`src/rtl/pipe_hazard_ctrl.sv`:
```
// Pipeline sequencing controller: register enables, bubble flushes, load-use
// stalls, branch redirects, data-memory handshake, halt and performance counters.
module pipe_hazard_ctrl #(
    parameter int CNT_W       = 16,
    parameter int MEM_TIMEOUT = 255
) (
    input  logic             clk,
    input  logic             rst_n,
    input  logic             idex_memrd,
    input  logic [4:0]       idex_rt,
    input  logic [4:0]       ifid_rs,
    input  logic [4:0]       ifid_rt,
    input  logic             exmem_memrd,
    input  logic             exmem_memwr,
    input  logic             exmem_bbeq,
    input  logic             exmem_bbne,
    input  logic             exmem_bblez,
    input  logic             exmem_bbgtz,
    input  logic             exmem_jump,
    input  logic             exmem_zero,
    input  logic             exmem_negative,
    input  logic             dmem_ready,
    input  logic             memwb_fin,
    output logic             pc_we,
    output logic             ifid_we,
    output logic             idex_we,
    output logic             exmem_we,
    output logic             memwb_we,
    output logic             ifid_flush,
    output logic             idex_flush,
    output logic             exmem_flush,
    output logic [1:0]       pcsrc,
    output logic             dmem_req,
    output logic             halted,
    output logic             mem_err,
    output logic [CNT_W-1:0] stall_cnt,
    output logic [CNT_W-1:0] flush_cnt
);

    localparam int WAIT_W = 8;

    typedef enum logic [1:0] {RUN, MEM_WAIT, HALT} state_t;

    state_t              state, next_state;
    logic [WAIT_W-1:0]   wait_cnt, wait_cnt_nxt;
    logic                mem_op, taken, load_use;
    logic                advance, redirect, timeout;

    assign mem_op   = exmem_memrd | exmem_memwr;
    assign taken    = (exmem_bbeq  & exmem_zero)
                    | (exmem_bbne  & ~exmem_zero)
                    | (exmem_bblez & (exmem_zero | exmem_negative))
                    | (exmem_bbgtz & ~exmem_zero & ~exmem_negative)
                    | exmem_jump;
    assign load_use = idex_memrd & (idex_rt != 5'd0)
                    & ((idex_rt == ifid_rs) | (idex_rt == ifid_rt));

    always_comb begin
        // NOTE: every output gets a default first so no path through the case infers a latch.
        next_state   = state;
        wait_cnt_nxt = wait_cnt;
        advance      = 1'b0;
        redirect     = 1'b0;
        timeout      = 1'b0;
        pc_we        = 1'b0;
        ifid_we      = 1'b0;
        idex_we      = 1'b0;
        exmem_we     = 1'b0;
        memwb_we     = 1'b0;
        ifid_flush   = 1'b0;
        idex_flush   = 1'b0;
        exmem_flush  = 1'b0;
        pcsrc        = 2'b00;
        dmem_req     = 1'b0;

        unique case (state)
            RUN: begin
                if (memwb_fin) begin
                    next_state = HALT;
                end else if (mem_op && !dmem_ready) begin
                    dmem_req     = 1'b1;
                    next_state   = MEM_WAIT;
                    wait_cnt_nxt = WAIT_W'(1);
                end else begin
                    advance = 1'b1;
                end
            end
            MEM_WAIT: begin
                dmem_req = 1'b1;
                if (dmem_ready) begin
                    advance      = 1'b1;
                    next_state   = RUN;
                    wait_cnt_nxt = '0;
                end else if (wait_cnt >= WAIT_W'(MEM_TIMEOUT)) begin
                    timeout    = 1'b1;
                    next_state = HALT;
                end else begin
                    wait_cnt_nxt = wait_cnt + WAIT_W'(1);
                end
            end
            default: ;
        endcase

        // A completed access or ordinary cycle advances all stages, then hazards refine it.
        if (advance) begin
            dmem_req = dmem_req | mem_op;
            {pc_we, ifid_we, idex_we, exmem_we, memwb_we} = '1;
            if (taken) begin
                {ifid_flush, idex_flush, exmem_flush} = '1;
                pcsrc    = exmem_jump ? 2'b10 : 2'b01;
                redirect = 1'b1;
            end else if (load_use) begin
                pc_we      = 1'b0;
                ifid_we    = 1'b0;
                idex_flush = 1'b1;
            end
        end

        if (!rst_n) begin
            {pc_we, ifid_we, idex_we, exmem_we, memwb_we} = '0;
            {ifid_flush, idex_flush, exmem_flush}         = '0;
            pcsrc    = 2'b00;
            dmem_req = 1'b0;
        end
    end

    always_ff @(posedge clk or negedge rst_n) begin
        if (!rst_n) begin
            state     <= RUN;
            wait_cnt  <= '0;
            halted    <= 1'b0;
            mem_err   <= 1'b0;
            stall_cnt <= '0;
            flush_cnt <= '0;
        end else begin
            // NOTE: state registers use non-blocking assignments so all updates see pre-edge values.
            state    <= next_state;
            wait_cnt <= wait_cnt_nxt;
            if (next_state == HALT) halted <= 1'b1;
            if (timeout) mem_err <= 1'b1;
            if (!pc_we && state != HALT && stall_cnt != '1)
                stall_cnt <= stall_cnt + CNT_W'(1);
            if (redirect && flush_cnt != '1)
                flush_cnt <= flush_cnt + CNT_W'(1);
        end
    end

endmodule

```
`config.mk`:
```
export PLATFORM = sky130hd
export DESIGN_NAME = pipe_hazard_ctrl
export DESIGN_NICKNAME = d
export VERILOG_FILES = /design/src/rtl/pipe_hazard_ctrl.sv
export SDC_FILE = /design/constraint.sdc
export NUM_CORES = 1
export LEC_CHECK = 0
export CAP_MARGIN = 20
export CORE_AREA = 4 4 67 100
export DETAILED_ROUTE_END_ITERATION = 10
export DIE_AREA = 0 0 71 104
export PLACE_DENSITY = 0.77
export SYNTH_ARGS = -nofsm -noshare
export SYNTH_HDL_FRONTEND = slang
export SYNTH_SLANG_ARGS = --single-unit
export TNS_END_PERCENT = 10
```
`constraint.sdc`:
```
create_clock -name clk -period 2.25 [get_ports clk]
set_clock_uncertainty 0.15 [all_clocks]
set_input_delay 0.3375 -clock clk [delete_from_list [all_inputs] [get_ports clk]]
set_output_delay 0.3375 -clock clk [all_outputs]
set_load 0.05 [all_outputs]
```
Yosys cells after proc, flatten, opt, wreduce, memory -nomap -nowiden
Index checks and enable logic that the tools add are counted.

storage, ports and cells
  bits in registers = 44
  bits of input ports = 29
  output and inout bits = 45
  logic and storage cells = 86

operators by class
  $add $sub $neg = 3
  $lt $le $gt $ge = 1
  equality and inequality tests = 10
  muxes and demuxes = 39
  bitwise operators = 17
  reduce and logical (&&, ||, !) cells = 10

operators with widths
  operator                                                         number
  16-bit by 1-bit adder with 16-bit output, second input constant  2
  8-bit two-way mux                                                4
  16-bit != test, second input constant                            2
  1-bit two-way mux                                                23
  2-bit two-way mux                                                8
  8-bit case mux with 2 select lines                               1
  5-bit == test                                                    2
  8-bit by 1-bit adder with 8-bit output, second input constant    1
  8-bit greater-or-equal comparator, second input constant         1
  1-bit OR                                                         8
  1-bit bitwise AND                                                7
  2-bit != test, second input constant                             3
  5-bit nonzero test                                               1
  1-bit logical AND                                                4
  1-bit case mux with 2 select lines                               2
  2-bit case mux with 2 select lines                               1
  4-bit AND reduction                                              1
  3-bit != test, second input constant                             1
  2-bit by 1-bit == test with 1-bit output, second input constant  1
  2-bit == test, second input constant                             1
  1-bit zero test                                                  2
  2-bit zero test                                                  1
  1-bit inverter                                                   2
  2-bit nonzero test                                               1

Depth between registers and ports, before layout
Gate-level depths: netlist of the first run.

  depth after elaboration = 12
  depth in mapped cells = 8
  depth with buffers taken out = 7

Worst setup path after synthesis of the first run
Ideal clock, no wire load.

  path kind = reg2out
  start point = register state[0]
  end point = output pcsrc[0]
  arrival = 2.832 ns
  data required time = 1.762 ns
  setup slack = -1.070 ns
  cell stages (with the launch flop) = 4
  path buffers = 0
  cells stage by stage = dfrtp_1 > or3_1 > a2111o_1 > nor4_1

between the ends
  longest elaborated chain between the ends = 4
  elaborated cells between the ends (all ways) = 5
  those cells by class = 1 x eq/ne; 3 x mux; 1 x reduce/logical

RTL lines
  what                                                                                RTL line  source
  from (decl)                                                                         44        state_t state, next_state;
  from (signal assigned)                                                              137       state <= next_state;
  2-bit by 1-bit == test with 1-bit output / 2-bit zero test (equally long branches)  76        unique case (state)
  1-bit case mux with 2 select lines (*)                                              76
  2-bit two-way mux (*)                                                               105       if (advance) begin
  2-bit two-way mux (*)                                                               119       if (!rst_n) begin
  to (decl)                                                                           32        output logic [1:0] pcsrc,

Every way passes the cells marked *; elsewhere a longest branch is shown, timed or not.

Final worst setup path of the first run
Same ends and word-level chain as after synthesis.

==> results of run 1 <==
## cell type report
cell class,count,area [sq um],area share
clock buffers,5,68.82,0.01749
inverters,7,30.03,0.007631
multi-input cells,185,1351,0.3434
clock inverters,3,42.54,0.01081
well taps,72,90.09,0.02289
flip-flops and latches,44,1112,0.2827
repair buffers,122,1240,0.3151
## worst paths after layout
path,startpoint,endpoint,slack (ps),cells past startpoint
max,state[0],pcsrc[0],-370,5
min,rst_n,wait_cnt[7],0.6,2
min in group clk,mem_err,mem_err,330,1
max in group asynchronous,rst_n,stall_cnt[7],1550,2
max reg2reg,state[0],flush_cnt[6],-150,9
min reg2reg,mem_err,mem_err,330,1
## per-layer routing
| layer | share of wire | vias to the layer above |
|---|---|---|
| met1 | 0.38 | 1080 |
| met5 | 0 | - |
| met3 | 0.049 | 8 |
| met2 | 0.55 | 69 |
| li1 | - | 1099 |
| met4 | 0.014 | 0 |
## per-stage QoR
stage / instances / power, uW / area, sq um / setup slack [ps] / TNS [ps]
floorplan: 244 / 1222 / 2465 / -221.8 / -1791
global placement: 423 / 1512 / 3661 / -487.3 / -13830
detailed placement: 423 / 1528 / 3661 / -511.3 / -15200
CTS: 433 / 2140 / 3802 / -448.2 / -4328
global route: 438 / 2238 / 3935 / -452.8 / -5862
finish: 438 / 2140 / 3935 / -371.4 / -3387
## what timing repair did
action | CTS | global route
setup buffers | 2 | 5
resized for setup | 8 | 23
hold buffers | 0 | 0
endpoints found under the hold margin | 0 | 0
pin swaps | 9 | 8
endpoints found under the setup margin | 31 | 47
## where the power goes
| group | switching, uW | internal, uW |
|---|---|---|
| sequential | 44.1 | 847 |
| clock | 278 | 329 |
| combinational | 349 | 293 |
| total | 671 | 1470 |
## sequential cells by signal, indices dropped and copies added, names as in the netlist
signal     flops
state          2
mem_err        1
flush_cnt     16
halted         1
wait_cnt       8
stall_cnt     16
## cells by family after synthesis
family                     share of synthesized area
and+or+nand+nor                               0.2345
xor gates and xnor gates                      0.1462
adders and majority gates                    0.01567
DFF                                           0.4595
AOI/OAI and AO/OA                            0.09661
buffers and inverters                        0.03342
muxes                                        0.01410
## placed cells by master, fill, tap and decap left out, types with 2 or more instances in the layout
cell / n
nor3_2: 2
dfrtp_2: 9
nand4_1: 9
buf_4: 43
clkbuf_8: 5
nor4_2: 3
and4_1: 4
ha_1: 2
o21ai_0: 13
or4_1: 2
nor3_1: 4
a31oi_1: 2
xor2_1: 14
clkdlybuf4s50_1: 56
o31ai_1: 2
clkinvlp_4: 2
nor2_4: 2
a21oi_1: 3
dfrtp_1: 35
xnor2_1: 26
a21oi_4: 2
dlygate4sd2_1: 2
inv_1: 6
buf_6: 5
and3_1: 6
mux2_4: 2
dlymetal6s2s_1: 3
or3_1: 3
a211o_1: 2
nand3_1: 15
and2_4: 2
buf_12: 12
nor2_1: 18
nand2_1: 21
and2_1: 3
==> metrics.yaml, run 1 <==
cts_buffers: 5
antenna_left: 0
io_pins: 74
final_hold_viol_count: 0
start_util: 0.4141
cts_tree: "built"
leakagePower_uw: 0.001756
viasPerCell: 5.151
grt_max_degree: 46
cts.sinks: 44
path_cells: "or3_4 -> a2111o_1 -> buf_12 -> nor4_4 -> buf_12"
ys_types: 42
post-route-drc-count: 0
synth_edf_count: 0
yosysSeqAreaShare: 0.4595
drtIter0Drc: 61
status: "finished with violations"
gr-usage-met1: 0.1883
layout.nets: 397
worst_path_largest_cell_delay_ps: 430
io_buffers: 73
wirelength_mm: 6.450
setup_viol: 23
routedWlPerCell_um: 14.73
powerDensity_mw_per_mm2: 543.8
syn_inst: 244
nFillCells: 448
cp_max_fo: 4
synth_ff_type: "dfrtp_1"
setup_ws_ps: -371.4
period_minus_slack_ps: 2621
syn_area_sq_mm: 0.002396
htree_levels: 2
cpMostUsedCell: "buf_12"
utilization: 0.6801
rsz0062_at_grt: "true"
violations: "negative setup slack"
grt_usage: 0.1770
cts-root-buf: "clkbuf_8"
clockBufferDepth: 2
clk_pin_slew_worst_paths_ps: 90
required_ps: 1760
critPathLaunchType: "register"
period_share: 1.165
antenna_found_initial: 0
synthArstFlopShare: 1.000
max-vdd-ir-drop_mv: 0.6931
hp-class: "primary input to asynchronous set/reset pin"
maxSlewHeadroom: 0.6378
via_count: 2256
cp_slowest_cell: "a2111o_1"
cp_num_buf_inv: 2
core_sq_mm: 0.005786
grtUsageMet3: 0.03675
syn_nets: 276
die_h_um: 104
synth.top_cells.by_count: "44 x dfrtp_1, 26 x xnor2_1, 21 x nand2_1"
dieArea_sq_mm: 0.007384
synth_area_leader_cell: "dfrtp_1"
synth_warnings: 0
yosys-top-cells-area: "dfrtp_1 46%, xnor2_1 9.5%, xor2_1 5.1%, nand2_1 3.3%, nand3_1 3.1%"
drv_cap: 0
area_growth_pct: 64.23
busiest_layer: "met2"
hpwl_mm: 4.928
fmax_ghz: 0.3815
syn_area_per_cell_sq_um: 9.820
critPathTopFamily: "simple AND/OR/NAND/NOR gates"
hold_ws_ps: 0.6168
synth_seq_cells: 44
gp_congestion: 0.8470
worstPathArrival_ps: 2130
tightestPinTransition_ps: 543.2
criticalPathCategory: "register to output port"
synth_most_common_cell: "dfrtp_1"
first_pass_iters: 4
synth.top_cell.area_share: 0.4595
grt.met2_usage: 0.3386
drv_slew: 0
antennaDiodeCount: 0
drive_gt1_frac: 0.2896
die_w_um: 71
grt_pass1_wl_mm: 10.76
overflow: 0
crit_path_end_kind: "output port"
clk-insertion-delay-late_ps: 300
grt_pass1_vias: 2370
rows: 34
Note: power is estimated with default switching activity, not from simulation.
==> run 2, diff against run 1 <==
--- a/config.mk
+++ b/config.mk
@@ -9,6 +9,7 @@
 export CORE_AREA = 4 4 67 100
 export DETAILED_ROUTE_END_ITERATION = 10
 export DIE_AREA = 0 0 71 104
+export GPL_ROUTABILITY_DRIVEN = 0
 export PLACE_DENSITY = 0.77
 export SYNTH_ARGS = -nofsm -noshare
 export SYNTH_HDL_FRONTEND = slang
==> results of run 2 <==
Same layout as run 1: the final DEF is identical, and so are final timing and power.
